==> config.mk <==
export PLATFORM = sky130hd
export DESIGN_NAME = mcdf_arbiter
export DESIGN_NICKNAME = d
export VERILOG_FILES = /design/src/rtl/mcdf_pkg.sv /design/src/rtl/mcdf_arb_picker.sv /design/src/rtl/mcdf_arbiter.sv
export SDC_FILE = /design/constraint.sdc
export NUM_CORES = 1
export LEC_CHECK = 0
export ABC_AREA = 1
export CAP_MARGIN = 20
export CORE_ASPECT_RATIO = 1.75
export CORE_UTILIZATION = 36
export CTS_BUF_LIST = sky130_fd_sc_hd__clkbuf_8
export CTS_CLUSTER_SIZE = 25
export DETAILED_ROUTE_END_ITERATION = 16
export GPL_TIMING_DRIVEN = 0
export PLACE_DENSITY = 0.84
export SYNTH_ARGS = -nofsm -noshare
export SYNTH_HDL_FRONTEND = slang
export SYNTH_HIERARCHICAL = 1
export SYNTH_SLANG_ARGS = --single-unit
==> constraint.sdc <==
create_clock -name clk_i -period 2 [get_ports clk_i]
set_clock_uncertainty 0.05 [all_clocks]
set_input_delay 0.4 -clock clk_i [delete_from_list [all_inputs] [get_ports clk_i]]
set_output_delay 0.4 -clock clk_i [all_outputs]
set_load 0.005 [all_outputs]
==> src/rtl/mcdf_pkg.sv <==
// Shared types and helpers for the MCDF channel arbiter.
package mcdf_pkg;

    localparam int MCDF_DATA_W   = 32;
    localparam int MCDF_ID_W     = 2;
    localparam int MCDF_PRIO_W   = 2;
    localparam int MCDF_PKGLEN_W = 3;
    localparam int MCDF_CNT_W    = 6;

    typedef enum logic [0:0] {
        ARB_IDLE,
        ARB_GRANT
    } arb_state_e;

    // Package length in beats; selects above 3 saturate at 32.
    function automatic logic [MCDF_CNT_W-1:0] pkglen_decode(input logic [MCDF_PKGLEN_W-1:0] sel);
        case (sel)
            3'd0:    return 6'd4;
            3'd1:    return 6'd8;
            3'd2:    return 6'd16;
            default: return 6'd32;
        endcase
    endfunction

endpackage

==> src/rtl/mcdf_arb_picker.sv <==
// Combinational winner select: lowest priority value among requesters,
// ties broken by the first requester after rr_ptr_i (modulo NUM_CH).
module mcdf_arb_picker
    import mcdf_pkg::*;
#(
    parameter int NUM_CH = 3
) (
    input  logic [NUM_CH-1:0]             req_i,
    input  logic [NUM_CH*MCDF_PRIO_W-1:0] prio_i,
    input  logic [MCDF_ID_W-1:0]          rr_ptr_i,
    output logic [MCDF_ID_W-1:0]          win_id_o,
    output logic                          win_vld_o
);

    logic [MCDF_PRIO_W-1:0] min_prio;

    always_comb begin
        min_prio = '1;
        for (int i = 0; i < NUM_CH; i++) begin
            if (req_i[i] && (prio_i[MCDF_PRIO_W*i +: MCDF_PRIO_W] < min_prio)) begin
                min_prio = prio_i[MCDF_PRIO_W*i +: MCDF_PRIO_W];
            end
        end
    end

    always_comb begin
        int idx;
        idx       = 0;
        win_id_o  = '0;
        win_vld_o = 1'b0;
        // Scan starting one past the pointer, wrapping once around the channels.
        for (int k = 1; k <= NUM_CH; k++) begin
            idx = int'(rr_ptr_i) + k;
            if (idx >= NUM_CH) idx = idx - NUM_CH;
            for (int j = 0; j < NUM_CH; j++) begin
                if ((j == idx) && !win_vld_o && req_i[j] &&
                    (prio_i[MCDF_PRIO_W*j +: MCDF_PRIO_W] == min_prio)) begin
                    win_vld_o = 1'b1;
                    win_id_o  = MCDF_ID_W'(j);
                end
            end
        end
    end

endmodule

==> src/rtl/mcdf_arbiter.sv <==
// MCDF channel arbiter: picks one slave channel per package and streams it to the formatter.
// Define ARB_RR_EN for round-robin tie-break; otherwise ties go to the lowest channel id.
module mcdf_arbiter
    import mcdf_pkg::*;
#(
    parameter int NUM_CH = 3,
    parameter int DATA_W = MCDF_DATA_W
) (
    input  logic                              clk_i,
    input  logic                              rstn_i,
    input  logic [NUM_CH-1:0]                 slv_req_i,
    input  logic [NUM_CH-1:0]                 slv_val_i,
    input  logic [NUM_CH*DATA_W-1:0]          slv_data_i,
    input  logic [NUM_CH*MCDF_PRIO_W-1:0]     slv_prio_i,
    input  logic [NUM_CH*MCDF_PKGLEN_W-1:0]   slv_pkglen_i,
    output logic [NUM_CH-1:0]                 a2s_ack_o,
    input  logic                              f2a_id_req_i,
    input  logic                              f2a_ack_i,
    output logic                              a2f_val_o,
    output logic [MCDF_ID_W-1:0]              a2f_id_o,
    output logic [DATA_W-1:0]                 a2f_data_o,
    output logic [MCDF_PKGLEN_W-1:0]          a2f_pkglen_sel_o
);

    arb_state_e               state_q, state_d;
    logic [MCDF_ID_W-1:0]     id_q, id_d;
    logic [MCDF_PKGLEN_W-1:0] pkglen_q, pkglen_d;
    logic [MCDF_CNT_W-1:0]    cnt_q, cnt_d;
    logic [MCDF_ID_W-1:0]     rr_ptr;
    logic [MCDF_ID_W-1:0]     win_id;
    logic                     win_vld;
    logic [MCDF_PKGLEN_W-1:0] win_pkglen;

`ifdef ARB_RR_EN
    logic [MCDF_ID_W-1:0]     rr_q, rr_d;
    assign rr_ptr = rr_q;
`else
    // Pointer pinned to the last channel makes the scan start at channel 0.
    assign rr_ptr = MCDF_ID_W'(NUM_CH-1);
`endif

    mcdf_arb_picker #(.NUM_CH(NUM_CH)) u_picker (
        .req_i    (slv_req_i),
        .prio_i   (slv_prio_i),
        .rr_ptr_i (rr_ptr),
        .win_id_o (win_id),
        .win_vld_o(win_vld)
    );

    always_comb begin
        win_pkglen = '0;
        for (int i = 0; i < NUM_CH; i++) begin
            if (win_id == MCDF_ID_W'(i)) win_pkglen = slv_pkglen_i[MCDF_PKGLEN_W*i +: MCDF_PKGLEN_W];
        end
    end

    always_comb begin
        state_d    = state_q;
        id_d       = id_q;
        pkglen_d   = pkglen_q;
        cnt_d      = cnt_q;
`ifdef ARB_RR_EN
        rr_d       = rr_q;
`endif
        a2f_val_o  = 1'b0;
        a2f_data_o = '0;
        a2s_ack_o  = '0;

        case (state_q)
            ARB_IDLE: begin
                if (f2a_id_req_i && win_vld) begin
                    state_d  = ARB_GRANT;
                    id_d     = win_id;
                    pkglen_d = win_pkglen;
                    cnt_d    = '0;
                end
            end
            ARB_GRANT: begin
                for (int i = 0; i < NUM_CH; i++) begin
                    if (id_q == MCDF_ID_W'(i)) begin
                        a2f_val_o    = slv_val_i[i];
                        a2f_data_o   = slv_data_i[DATA_W*i +: DATA_W];
                        a2s_ack_o[i] = f2a_ack_i && slv_val_i[i];
                    end
                end
                // Acks without a valid word are dropped: no pop, no count.
                if (f2a_ack_i && a2f_val_o) begin
                    if (cnt_q == pkglen_decode(pkglen_q) - 6'd1) begin
                        cnt_d   = '0;
                        state_d = ARB_IDLE;
`ifdef ARB_RR_EN
                        rr_d    = id_q;
`endif
                    end else begin
                        cnt_d = cnt_q + 6'd1;
                    end
                end
            end
            default: state_d = ARB_IDLE;
        endcase
    end

    always_ff @(posedge clk_i or negedge rstn_i) begin
        if (!rstn_i) begin
            state_q  <= ARB_IDLE;
            id_q     <= '0;
            pkglen_q <= '0;
            cnt_q    <= '0;
        end else begin
            state_q  <= state_d;
            id_q     <= id_d;
            pkglen_q <= pkglen_d;
            cnt_q    <= cnt_d;
        end
    end

`ifdef ARB_RR_EN
    always_ff @(posedge clk_i or negedge rstn_i) begin
        if (!rstn_i) rr_q <= MCDF_ID_W'(NUM_CH-1);
        else         rr_q <= rr_d;
    end
`endif

    assign a2f_id_o         = id_q;
    assign a2f_pkglen_sel_o = pkglen_q;

endmodule

Word-level counts from Yosys, hierarchy flattened
Cells that the tools add are included.
- add/subtract/negate cells: 2
- order comparisons: 3
- equal/unequal tests: 12
- mux-type cells: 35
- bitwise gates (word level): 1
- reductions and logical operators: 20
- operator list (cell ; number):
    $mux 32 ; 4
    $mux 6 ; 5
    $pmux 6 s3 ; 1
    $mux 1 ; 15
    $logic_and 1x1->1 ; 13
    $mux 3 ; 4
    $pmux 6 s2 ; 1
    $mux 2 ; 4
    $add 6x1->6 const B ; 1
    $eq 2x2->1 ; 3
    $eq 6x6->1 ; 1
    $sub 6x1->6 const B ; 1
    $eq 2x1->1 const B ; 2
    $eq 2x2->1 const B ; 2
    $logic_not 2->1 ; 2
    $lt 2x2->1 ; 2
    $reduce_and 2->1 ; 2
    $eq 3x1->1 const B ; 1
    $eq 3x2->1 const B ; 1
    $logic_not 3->1 ; 1
    $logic_not 1->1 ; 2
    $lt 2x2->1 const B ; 1
    $ne 2x1->1 const B ; 1
    $ne 2x2->1 const B ; 1
    other kinds (2) ; 2
- register bits after elaboration: 12
- bits of input ports: 121
- output and inout port bits: 41
- logic and storage cells: 77

Logic depth before layout (Yosys ltp)
Gate-level depths: netlist of the first run.
- word-level depth: 24
- depth in mapped cells: 27
- gate-level depth less buffers: 27

Cells and area by module
The synthesis of the first run kept the hierarchy.
- by module, submodules not included (module ; instances ; cells each ; area an instance (um^2) ; seq. area each (um^2)):
    mcdf_arbiter ; 1 ; 328 ; 1696.6 ; 300.3
    mcdf_arb_picker ; 1 ; 98 ; 534.3 ; 0.0

Worst setup path after synthesis of the first run
Ideal clock, no wire load.
- kind: input-to-reg
- from: input port slv_prio_i[0]
- to: register cnt_q[0]
- library setup time: 0.117 ns
- arrival time: 3.061 ns
- data required time: 1.833 ns
- slack: -1.228 ns
- stages on the path: 25
- buffers on the path: 0
- path through: nand2_1 > nand2_1 > nor2_1 > ha_1 > nand2_2 > nand2_2 > o21ai_1 > inv_1 > ha_1 > nor2_1 > nand3_1 > nand2_2 > nand2_1 > nand2_1 > nand3_1 > inv_1 > nand2_1 > nand3_2 > nor2_2 > nand3_1 > nand2_1 > nor2_2 > inv_2 > nand3_1 > nand2_1
- longest elaborated chain between the ends: 23
- elaborated cells between the ends (all ways): 25
- those cells by class: 3 x order compare; 4 x eq/ne; 6 x mux; 12 x reduce/logical
- ends and longest elaborated chain (element ; RTL line ; text):
    from (decl) ; mcdf_arbiter.sv:14 ; input logic [NUM_CH*MCDF_PRIO_W-1:0] slv_prio_i,
    $lt 2x2->1 ; mcdf_arb_picker.sv:20 ; if (req_i[i] && (prio_i[MCDF_PRIO_W*i +: MCDF_PRIO_W] < min_prio)) begin
    $logic_and 1x1->1 ; mcdf_arb_picker.sv:20 ;
    $mux 2 ; mcdf_arb_picker.sv:20 ;
    $lt 2x2->1 ; mcdf_arb_picker.sv:20 ;
    $logic_and 1x1->1 ; mcdf_arb_picker.sv:20 ;
    $mux 2 ; mcdf_arb_picker.sv:20 ;
    $lt 2x2->1 ; mcdf_arb_picker.sv:20 ;
    $logic_and 1x1->1 ; mcdf_arb_picker.sv:20 ;
    [7 not listed] ; -- ;
    $mux 1 ; mcdf_arb_picker.sv:36 ; if ((j == idx) && !win_vld_o && req_i[j] &&
    $logic_not 1->1 ; -- ;
    $logic_and 1x1->1 (2 in series) ; mcdf_arb_picker.sv:36 ;
    $mux 1 (*) ; mcdf_arb_picker.sv:36 ;
    named net win_vld ; mcdf_arbiter.sv:31 ; logic win_vld;
    $logic_and 1x1->1 (*) ; mcdf_arbiter.sv:71 ; if (f2a_id_req_i && win_vld) begin
    $ne 2x2->1 (no source line) (*) ; -- ;
    $reduce_and 2->1 (no source line) (*) ; -- ;
    to (signal assigned) ; mcdf_arbiter.sv:113 ; cnt_q <= cnt_d;
    to (decl) ; mcdf_arbiter.sv:28 ; logic [MCDF_CNT_W-1:0] cnt_q, cnt_d;
The timed path passes the listed nets; every way through them passes the cells marked *.
A chain may end at the register's enable or synchronous reset.

Final worst setup path of the first run
- from: input port slv_prio_i[1]
- to: register cnt_q[0]
The elaborated chain is that of the path after synthesis.

==> results.ini, run 1 <==
[detailed_routing]
first_pass_iters = 5
top_layer = met4
wl_met2_um = 8100
drtIter0Drc = 495
drc = 0
wl_met1_um = 5100
wl_met3_um = 2100
wl_per_cell_um = 22.9
routed_wl_um = 17100
num_vias = 4461
vias_per_cell = 5.98
drtAntennaViolNets = 0

[floorplan]
io_pins = 162
die_w_um = 61.5
std_cell_rows = 37
dieArea_um2 = 6530
start_util_pct = 37.6
die_y_um = 106
core-area_um2 = 5930

[clock_tree]
cts_tree = yes
clkTransAtPathRegs_ps = 60
insertion_delay_ps = 240
cts.sinks = 12
cts_buffer_depth = 2
cts_max_level = 1
cts_root_buf = clkbuf_8
cts_buffers = 3

[place]
dp_hpwl_um = 7400
port_buffers = 161
gp_congestion = 0.855
preCtsSetupSlack_ps = -1900
numPlacedInstances = 667

[synth]
avgSynthCellArea_um2 = 5.24
netlist_area_um2 = 2230
synth_compound_area_share_pct = 3.20
synth_top_family_by_area = simple AND/OR/NAND/NOR gates
ys_async_sr_fraction_pct = 100
ys_types = 29
synth_edf_count = 0
synth_warnings = 6
synth_xor_area_share_pct = 1.96
synth_top_cell_area_share_pct = 24.9
synth.most_common_cell = nand2_1
yosys_register_bits = 12
synthSimpleGateAreaFrac_pct = 61.1
synthTopCellsByCount = nand2_1, nand3_1, inv_1
synth-adder-area-share_pct = 3.93
ys_top_cells_by_area = nand2_1, nand3_1, dfrtp_1
ys_seq_area_share_pct = 13.5
synthMuxAreaShare_pct = 0
ys.flop_type = dfrtp_1
synthCells = 426
synth_top_area_cell = nand2_1

[power_and_ir_drop]
p_seq_share_pct = 6.9
switchingPower_uw = 3200
intPower_uw = 3330
power.share.combinational_pct = 89.5
ir_drop_mv = 0.934
p_per_area_nw_per_um2 = 1200
p_clk_share_pct = 3.6
sw_frac_of_total_pct = 49.0
leakage_uw = 0.00285

[sta]
final_hold_viol_count = 0
rsz0062_at_grt = true
totalNegativeSetupSlack_ps = -19860
drv_slew = 0
fin_ws_ps = -1280
period_share_pct = 164
worst_pin_slew_ps = 656
slew_headroom_pct = 56.1
fin_crit_ps = 3280
worst_hold_slack_ps = 509
setup_viol = 46
fmax_ghz = 0.304

[global_routing]
grt_max_degree = 13
grt_pass1_wl_um = 18300
grt_overflow_total = 0
grt_pass1_vias = 4012
grt_usage_pct = 37.3
antenna_found_initial = 0

[worst_setup_path]
worst_r2r_endpoint = cnt_q[5]
r2r_slack_ps = 40
crit_type = in2reg
crit_family = simple AND/OR/NAND/NOR gates
path_cells = buf_12 > nand2_8 > nand2_4 > nor2_4 > ha_4 > nand2_4 > nand2_4 > o21ai_4 > inv_2 > ha_4 > buf_4 > o311ai_0 > nand2_1 > nor2_2 > nand2_1 > inv_1 > nand2_1 > nand3_2 > nand2_4 > nor2_4 > inv_4 > nand3_1 > nand2_1
endpoint_kind = register
ff2ff_path_depth = 13
startpoint = slv_prio_i[1]
cp.arrival_ps = 3370
crit_slowest_cell = o311ai_0
max_stage_delay_ps = 500
r2r-start = a2f_id_o[1]
worst-path-buf-inv = 5
critical_path.startpoint_type = input pin
required_ps = 2080
worstPathMaxFanout = 8

[run_status]
status = complete, but fails checks
violations = negative setup slack

[run]
drv_cap = 0

[layout]
fill_cells = 206
drive_above_1_share_pct = 44.6
n_antenna_cell = 0
areaGrowthSynthToFinish_pct = 143
final_util_pct = 91.6
nNetsFinal = 798
fin_cells = 746

[hold_path]
min_path_type = in2async

==> metrics by stage <==
step	total power, uW	area (um2)
finish	6520	5430
detailed placement	3630	4020
floorplan	2070	2310
global placement	3550	4020
global route	6970	5430
CTS	4830	4690
==> cell type report <==
cell class | instances | area, um2 | area share, %
tap | 78 | 97.6 | 1.80
clock buffer | 3 | 41.3 | 0.760
inverter | 73 | 280 | 5.16
buffer | 15 | 148 | 2.72
sequential | 12 | 300 | 5.53
multi-input combinational | 326 | 2310 | 42.5
timing repair buffer | 239 | 2260 | 41.5
==> registers in the layout, indices dropped and copies added, names as in the netlist <==
signal and count:
cnt_q 6, a2f_id_o 2, a2f_pkglen_sel_o 3, state_q 1
==> worst max-delay path by stage <==
stage | slack (ps) | end | cells after the start
finish | -1280 | cnt_q[0] | 23
global route | -1320 | cnt_q[0] | 23
global placement | -1790 | a2f_pkglen_sel_o[1] | 26
floorplan | -850 | cnt_q[2] | 26
detailed placement | -1900 | a2f_pkglen_sel_o[2] | 24
CTS | -1050 | cnt_q[2] | 27
==> routing by layer <==
layer  GRT usage [%]  vias up
li1                -     1820
met1            32.4     2008
met2            65.4      442
met3            15.7      191
met4            23.8        0
met5               0        -
==> cell usage in the layout (no fill, tap or decap), types with 3 or more instances in the layout <==
cell type,n
nand3_1,51
inv_1,51
nor2_4,11
nand2_4,26
clkinv_1,3
ha_1,5
nor2_2,3
clkdlybuf4s50_1,118
buf_4,42
inv_2,16
buf_6,50
conb_1,4
nor2_1,13
nand3_2,55
a41oi_2,3
clkbuf_8,3
nand3_4,6
nand2_2,34
dlygate4sd2_1,3
nand2_1,95
buf_2,27
clkbuf_2,5
dfrtp_1,12
xor2_1,3
buf_8,3
==> logic make-up after synthesis <==
logic type	after synthesis
and+or+nand+nor	298
adders and majority gates	7
DFF	12
other	2
AOI/OAI and AO/OA	11
xor gates and xnor gates	5
buffers and inverters	91
==> worst register-to-register path: cells and delay by family, from the launching register on <==
| kind | cells | cell delay, ps |
|---|---|---|
| AND/OR/NAND/NOR | 6 | 510 |
| buffers and inverters | 7 | 920 |
| flip-flops | 1 | 360 |
==> power groups by stage <==
stage / Sequential (uW) / Combinational (uW) / Clock (uW)
global route: 462 / 6260 / 240
detailed placement: 435 / 3200 / 0
finish: 450 / 5840 / 233
CTS: 434 / 4180 / 222
floorplan: 420 / 1650 / 0
global placement: 435 / 3110 / 0
==> repair_timing <==
item	CTS	global route
pin swaps	28	31
endpoints found under the hold margin	0	0
hold buffers	0	0
gates resized for setup	255	160
buffers inserted	45	33
endpoints found under the setup margin	48	44
gates cloned	5	1
(Power assumes the default switching activity.)
==> inputs of run 2 (changes only) <==
--- a/config.mk
+++ b/config.mk
@@ -12,6 +12,7 @@
 export CTS_BUF_LIST = sky130_fd_sc_hd__clkbuf_8
 export CTS_CLUSTER_SIZE = 25
 export DETAILED_ROUTE_END_ITERATION = 16
+export GPL_ROUTABILITY_DRIVEN = 1
 export GPL_TIMING_DRIVEN = 0
 export PLACE_DENSITY = 0.84
 export SYNTH_ARGS = -nofsm -noshare
==> constraint.sdc (replaced) <==
create_clock -name clk_i -period 2 [get_ports clk_i]
set_clock_uncertainty 0.05 [all_clocks]
set_input_delay 0.3 -clock clk_i [delete_from_list [all_inputs] [get_ports clk_i]]
set_output_delay 0.3 -clock clk_i [all_outputs]
set_load 0.005 [all_outputs]
==> run 2 against run 1 <==
The flow still finishes with violations (negative setup slack). Global-route usage down 8.5 points. Register-to-register slack better by 100 ps. Die area unchanged. Count of clock-buffer cells in the layout stayed put. Critical path depth stayed put. Combinational power shrank 23%. Power fell by 20%. Largest power group unchanged. Highest routed layer unchanged.
==> results.ini, run 2 (synthesis results as in run 1) <==
[run_status]
status = complete, but fails checks
violations = negative setup slack

[sta]
slew_headroom_pct = 60.1
setup_viol = 26
worst_pin_slew_ps = 596
final_hold_viol_count = 0
fin_ws_ps = -999
worst_hold_slack_ps = 380
period_share_pct = 150
fin_crit_ps = 3000
drv_slew = 0
fmax_ghz = 0.333
rsz0062_at_grt = true

[floorplan]
dieArea_um2 = 6530
die_y_um = 106
die_w_um = 61.5
io_pins = 162
std_cell_rows = 37
start_util_pct = 37.6
core-area_um2 = 5930

[hold_path]
min_path_type = in2async

[layout]
largest_reg_flops = 6
top_register = cnt_q
drive_above_1_share_pct = 34.6
areaGrowthSynthToFinish_pct = 120
multi_input_area_um2 = 2070
n_antenna_cell = 0
final_cell_mix = clkdlybuf4s50_1, nand2_1, nand3_1
final_util_pct = 82.9
final_common_cell = clkdlybuf4s50_1
final_area_um2 = 4910
nNetsFinal = 774
fill_cells = 347
seq_area_um2 = 300
fin_cells = 722

[global_routing]
antenna_found_initial = 0
grt_pass1_wl_um = 14500
grt_usage_pct = 28.8
grt_max_degree = 13
grt_overflow_total = 0
grt_pass1_vias = 3426

[detailed_routing]
vias_per_cell = 5.24
wl_per_cell_um = 17.0
num_vias = 3784
first_pass_iters = 4
drc = 0
drtIter0Drc = 154
routed_wl_um = 12300
drtAntennaViolNets = 0

[worst_setup_path]
ff2ff_path_depth = 9
endpoint_kind = register
cp.arrival_ps = 3090
worst_r2r_endpoint = state_q
critical_path.startpoint_type = input pin
required_ps = 2090
crit_type = in2reg
r2r-start = a2f_pkglen_sel_o[2]
worstPathMaxFanout = 8
r2r_slack_ps = 140

[place]
place_area_um2 = 4020
preCtsSetupSlack_ps = -1800
numPlacedInstances = 667
port_buffers = 161
gp_congestion = 0.855
dp_hpwl_um = 7400

[power_and_ir_drop]
p_clk_share_pct = 4.5
p_per_area_nw_per_um2 = 1060
switchingPower_uw = 2460
power.share.combinational_pct = 87.1
intPower_uw = 2730
p_seq_share_pct = 8.4
ir_drop_mv = 0.795
sw_frac_of_total_pct = 47.4
leakage_uw = 0.00265

[clock_tree]
cts_buffers = 3
cts_root_buf = clkbuf_8
cts_buffer_depth = 2
insertion_delay_ps = 250
cts_max_level = 1
clkTransAtPathRegs_ps = 60
cts.sinks = 12
cts_tree = yes

[run]
drv_cap = 0

[run 2: changes by cell type in the layout (fill, tap and decap cells not counted), moves of 3 or more]
| cell | before | now |
|---|---|---|
| buf_6 | 50 | 23 |
| nand3_1 | 51 | 75 |
| nand3_2 | 55 | 35 |
| nand2_1 | 95 | 110 |
| clkbuf_2 | 5 | 17 |
| buf_4 | 42 | 32 |
| inv_2 | 16 | 7 |
| inv_1 | 51 | 59 |
| nand2_4 | 26 | 18 |
| nand2_2 | 34 | 27 |
| nand3_4 | 6 | 2 |
| buf_2 | 27 | 24 |
[run 2: layout make-up]
cell class,instances,share of cell area [%]
multi-input cells,326,42.1
plain buffers,15,2.62
well taps,78,1.99
clock buffers,3,0.841
flip-flops and latches,12,6.11
inverters,73,5.86
repair buffers,215,40.5
[run 2: through the flow]
step	power (uW)	setup TNS (ps)
2_1_floorplan	2070	-8580
3_3_place_gp	3550	-23760
3_5_place_dp	3630	-25940
4_1_cts	4310	-11870
5_1_grt	5600	-15590
6_report	5200	-12440
[run 2: critical path: stages]
cell      delay, ps
buf_12          120
nand2_8          70
nand2_4          50
nor2_4          120
ha_4            230
nand2_4          70
nand2_4          70
o21ai_4         150
inv_2            70
ha_4            160
buf_4           120
o311ai_0        390
nand2_1         130
nor2_2          140
nand2_1          80
inv_1            60
nand2_1          80
nand3_2         110
nand2_4          60
nor2_4          230
inv_4           100
nand3_1         100
nand2_1          60
[run 2: power by group through the flow]
stage / clock network (uW) / registers [uW] / logic, uW
floorplan: 0 / 420 / 1650
global placement: 0 / 435 / 3110
detailed placement: 0 / 435 / 3200
CTS: 222 / 432 / 3650
global route: 241 / 448 / 4910
finish: 235 / 436 / 4520
[run 2: repair_timing]
| item | CTS | global route |
|---|---|---|
| endpoints found under the setup margin | 47 | 46 |
| gates cloned | 3 | 2 |
| pin swaps | 16 | 31 |
| resized for setup | 145 | 159 |
| buffers inserted | 26 | 28 |
| hold buffers | 0 | 0 |
[run 2: metal layers]
layer / up-vias / track usage (%) / part of all wire, %
met3: 57 / 5.60 / 8.8
met1: 1753 / 24.7 / 31
met2: 203 / 58.6 / 55
met4: 0 / 10.8 / 4.9
li1: 1771 / - / -
met5: - / 0 / 0
[run 2: how the worst max path moves through the flow]
stage / from / endpoint / cells after the start
floorplan: slv_prio_i[0] / cnt_q[2] / 26
global placement: slv_prio_i[1] / a2f_pkglen_sel_o[1] / 26
detailed placement: slv_prio_i[1] / a2f_pkglen_sel_o[2] / 24
CTS: slv_prio_i[1] / cnt_q[2] / 27
global route: slv_prio_i[1] / a2f_pkglen_sel_o[0] / 23
finish: slv_prio_i[1] / cnt_q[0] / 23
==> RTL change 1, RTL diff (settings of run 2) <==
Build with the macro `ARB_RR_EN` defined.
--- a/src/rtl/mcdf_arbiter.sv
+++ b/src/rtl/mcdf_arbiter.sv
@@ -2,2 +2,4 @@
 // Define ARB_RR_EN for round-robin tie-break; otherwise ties go to the lowest channel id.
+`define ARB_RR_EN
+
 module mcdf_arbiter
Function: changed (Yosys sat finds a counterexample within 10 cycles, from zero or initial values and one cycle with rstn_i low).
==> RTL change 1 against run 2 <==
  * Clock power up 4%
  * Sequential cell count grew 2
  * Largest cell class is now multi-input combinational cells
  * Synthesized cell count up 2.1%
  * Synthesized area grew 8.0%
  * Power down 14%
  * Worst setup slack got worse by 0.14 ns
  * Design area up 2.5%
  * Non-clock buffer count is 7 lower
  * The flow still finishes with violations (negative setup slack)
  * Routed wire length is 2.4% higher
  * Die area rose by 7.8%
==> RTL change 1: results (changes against run 2) <==
- Status: finished with violations
- Failing checks: negative setup slack
- Met3 Wirelength: 976 um (-10%)
- Worst flop-to-flop path startpoint: rr_ptr[1]
- Placed cells: 678 (+1.6%)
- Critical path fanouts, max: 6 (-2)
- IO buf count: 161 (unchanged)
- Crit-path slowest cell: ha_4
- Setup_tns: -12.76 ns (-0.317 ns)
- Max Used Layer: met4
- Vias in the first global route: 3831 (+12%)
- Static Leak: 2.57 nW (-3.1%)
- Via density: 5.43 (+3.7%)
- First-pass GRT wire length: 17400 um (+20%)
- Post-detail-place hpwl: 8130 um (+9.8%)
- Worst Hold Class: input pin to asynchronous set/reset pin
- Area after DPL: 4230 sq um (+5.3%)
- GP Congestion: 0.930 (+8.8%)
- Synth top area cells: nand3_1 (26%), nand2_1 (19%), dfrtp_1 (13%)
- VDD IR-drop max: 0.414 mV (-48%)
- Routed wire per std cell: 17.4 um (+2.4%)
- Initial antenna violation count: 0 (unchanged)
- Nets: 769 (-0.65%)
- Post-synth net total: ~560
- Largest net degree at the start of global routing: 15 (+2)
- Fill count: 437 (+26%)
- Switching pwr: 2.14 mW (-13%)
- Initial DRC Count: 293 (+90%)
- Clock-pin slew on the worst setup and hold paths: 0.06 ns (about the same)
- Tot GR Track Use: 31.6% (+2.8 points)
- Drt pass-1 iters: 7 (+3)
- Top cells by count, synth: nand3_1 (125), nand2_1 (121), inv_1 (68)
- WP data arrival: 3.20 ns (+0.11 ns)
- M1 WL: 4140 um (+7.4%)
- Setup crit start: slv_prio_i[0]
- Max incr delay on CP: 0.30 ns (-0.09 ns)
- Max-slew headroom: 57.5% (-2.6 points)
- Leading register cell type out of synthesis: dfrtp_1
- Final setup fails: 15 (-42%)
- Metal2 WL: 6840 um (+1.4%)
- Yosys cell types: 32 (+10%)
- Seq/Total Area, Yosys: 14.6% (+1.1 points)
- Yosys warnings: 6 (unchanged)
- Place WS: -1.87 ns (-0.0707 ns)
- Avg Cell Area, Syn: 5.54 sq um (+5.8%)
- Cts bufs inserted: 3 (unchanged)
- Final WL: 12600 um (+2.4%)
- Final worst slack: -1.14 ns (-0.138 ns)
- Share of cells above drive strength 1: 34.2% (-0.41 points)
## RTL change 1: timing repair
action / 4_1_cts / 5_1_grt
buffers inserted: 32 / 10
gates resized for setup: 198 / 112
endpoints found under the setup margin: 48 / 45
pin swaps: 31 / 29
cloned: 4 / 1
## RTL change 1: kinds of logic (layout without fill, tap and decap cells)
kind of cell,count (synthesis),in the layout,synth area share (%)
compound gates,14,14,3.63
xor+xnor,6,6,2.18
fa+ha+maj,7,7,3.63
buf+inv,95,299,16.1
flops,14,14,14.6
simple gates,299,300,59.8
## RTL change 1: worst paths after layout
| kind | end | slack (ns) | cells after the start |
|---|---|---|---|
| min | state_q | 0.39 | 1 |
| min reg2reg | cnt_q[5] | 0.47 | 2 |
| max in group asynchronous | cnt_q[2] | 1.10 | 1 |
| min in group clk_i | cnt_q[5] | 0.47 | 2 |
| max | a2f_pkglen_sel_o[0] | -1.14 | 26 |
| max reg2reg | a2f_pkglen_sel_o[0] | -0.37 | 13 |
## RTL change 1: per-stage QoR
step                util (%)  hold WS (ns)
detailed placement      65.2         0.435
CTS                     73.1         0.407
global route            77.6         0.444
floorplan                  -       -0.0456
global placement        65.2         0.431
finish                  77.6         0.390
## RTL change 1: final cells by class
cell class / instances / area, sq um / share of cell area, %
Clock buffer: 3 / 41.3 / 0.820
Buffer: 19 / 188 / 3.73
Tap cell: 82 / 103 / 2.04
Multi-Input combinational cell: 327 / 2170 / 43.1
Clock inverter: 1 / 3.75 / 0.0745
Sequential cell: 14 / 352 / 6.98
Timing Repair Buffer: 204 / 1880 / 37.3
Inverter: 72 / 300 / 5.96
## RTL change 1: routing by layer
layer | track usage [%] | up-vias
li1 | - | 1813
met1 | 29.3 | 1826
met2 | 62.5 | 227
met3 | 6.89 | 57
met4 | 16.9 | 0
met5 | 0 | -
## RTL change 1: power groups by stage
stage / logic (mW) / clock network, mW / registers (mW)
floorplan: 1.56 / 0 / 0.460
global placement: 2.83 / 0 / 0.484
detailed placement: 2.88 / 0 / 0.487
CTS: 3.33 / 0.242 / 0.482
global route: 4.01 / 0.262 / 0.510
finish: 3.72 / 0.244 / 0.501
## RTL change 1: worst register-to-register path, stage by stage (launching register included)
cell	delay, ns
dfstp_2	0.54
inv_1	0.06
ha_1	0.31
nor2_1	0.09
nand3_4	0.10
nand3_2	0.10
nor2_4	0.13
nand3_2	0.11
nor2_4	0.15
nand3_2	0.13
nand3_4	0.15
inv_2	0.11
nor2_2	0.14
a41oi_2	0.06
==> RTL change 2, RTL diff (flow settings as in run 2) <==
Made on the original files. Change the package constant `MCDF_PKGLEN_W` from 3 to 2.
--- a/src/rtl/mcdf_pkg.sv
+++ b/src/rtl/mcdf_pkg.sv
@@ -6,3 +6,3 @@
     localparam int MCDF_PRIO_W   = 2;
-    localparam int MCDF_PKGLEN_W = 3;
+    localparam int MCDF_PKGLEN_W = 2;
     localparam int MCDF_CNT_W    = 6;
Ports: changed (resized a2f_pkglen_sel_o and slv_pkglen_i); port bits go from 162 to 158. No check against the original RTL was run, so the function may have changed too.
==> RTL change 2 against run 2 <==
  * The flow still finishes with violations (negative setup slack)
  * Synthesized area is 0.62% higher
  * Largest cell class unchanged
  * Power is 7.5% higher
  * Worst setup slack better by 0.060 ns
  * Sequential share of layout area is 0.42 points lower
  * Routed wire length is 3.5% higher
  * Sequential power is 7.6% lower
  * Register-to-register slack better by 0.23 ns
  * Design area is 1.5% lower
  * Sequential cell count is 1 lower
  * Synthesized cell count is 1.9% lower
  * Cell count is 1.4% lower
==> RTL change 2: results (changes against run 2) <==
- Slew Limit Fails: 0 (unchanged)
- Pint: 2.92 mW (+6.7%)
- Post-synthesis adder-cell area fraction: 3.34% (-0.58 points)
- Die width: 61.7 um (+0.30%)
- Area of the multi-input gates: 1960 sq um (-5.0%)
- Final setup fails: 16 (-38%)
- Cells after synthesis: 418 (-1.9%)
- Area after DPL: 3980 sq um (-0.97%)
- Via density: 5.53 (+5.6%)
- Clk network pwr share: 3.9% (-0.6 points)
- GP Congestion: 0.855 (about the same)
- NonClk Buf Share: 44.8% (+1.7 points)
- Placed cells: 655 (-1.8%)
- Fill count: 372 (+7.2%)
- Synth Area in XOR/XNOR: 1.17% (-0.79 points)
- Routed wire per std cell: 17.9 um (+4.9%)
- Seq/Total Area, Yosys: 12.3% (-1.2 points)
- Post-CTS Resized: 162 (+12%)
- M2 GR Usage: 57.5% (-1.2 points)
- Place WS: -1.73 ns (+0.0703 ns)
- Setup bufs post-CTS: 35 (+35%)
- Post-detail-place hpwl: 7510 um (+1.5%)
- Grt met1 use: 33.5% (+8.8 points)
- Static Leak: 2.54 nW (-4.3%)
- Seq Cell Count: 11 (-1)
- Met3 Wirelength: 1450 um (+34%)
- IO buf count: 157 (-2.5%)
- Top cells by count, synth: nand3_1 (133), nand2_1 (111), inv_1 (66)
- VDD IR-drop max: 0.634 mV (-20%)
- Max incr delay on CP: 0.27 ns (-0.12 ns)
- Share of cells above drive strength 1: 33.0% (-1.7 points)
- Synth Area in Compound Gates: 3.01% (-0.19 points)
- Setup_tns: -10.17 ns (+2.27 ns)
- Multi-input gates: 318 (-2.5%)
- Synth top area cells: nand3_1 (30%), nand2_1 (19%), dfrtp_1 (12%)
- Seq pwr share: 7.2% (-1.2 points)
- Tot GR Track Use: 32.9% (+4.1 points)
- Nets: 759 (-1.9%)
- Crit-path slowest cell: ha_4
- Tightest Pin Transition: 0.513 ns (-0.0833 ns)
- Yosys cell types: 25 (-14%)
- Final worst slack: -0.939 ns (+0.0604 ns)
- M1 WL: 4220 um (+9.6%)
- Critical path fanouts, max: 6 (-2)
- Status: finished with violations
- Initial DRC Count: 284 (+84%)
- Vias in the first global route: 3604 (+5.2%)
- Number of non-clock inverters in the layout: 71 (-2.7%)
- Metal2 WL: 6350 um (-5.8%)
- Failing checks: negative setup slack
- Drt pass-1 iters: 5 (+1)
- Via Count: 3939 (+4.1%)
- Seq. cell area: 275 sq um (-8.3%)
- Largest net degree at the start of global routing: 12 (-1)
- Clk tree area frac: 0.931% (+0.091 points)
- Switching share of power: 47.8% (+0.39 points)
- Met3 Track Usage GR: 11.7% (+6.1 points)
- Fin util: 81.6% (-1.3 points)
[RTL change 2: changes by cell type after synthesis, moves of 3 or more]
| cell | delta |
|---|---|
| clkinv_1 | -3 |
| nand2_1 | -37 |
| nand3_2 | +3 |
| nor2_1 | +3 |
| nand3_1 | +28 |
| nor2_2 | -3 |
| buf_2 | +8 |
| clkbuf_1 | -4 |
[RTL change 2: final timing paths]
kind,start,end,slack [ns],cells after the start
worst min-delay path,rstn_i,cnt_q[0],0.35,1
max in group asynchronous,rstn_i,a2f_id_o[0],1.20,1
worst max-delay path,slv_req_i[0],cnt_q[2],-0.94,27
min in group clk_i,cnt_q[5],cnt_q[5],0.48,2
worst max register to register,a2f_id_o[1],cnt_q[2],0.37,11
worst min register to register,cnt_q[5],cnt_q[5],0.48,2
[RTL change 2: logic make-up after synthesis]
logic type,count (synthesis)
buffers and inverters,92
XOR/XNOR,3
AO/OA/AOI/OAI,11
AND/OR/NAND/NOR,293
flip-flops,11
other,2
adder cells (fa/ha/maj),6
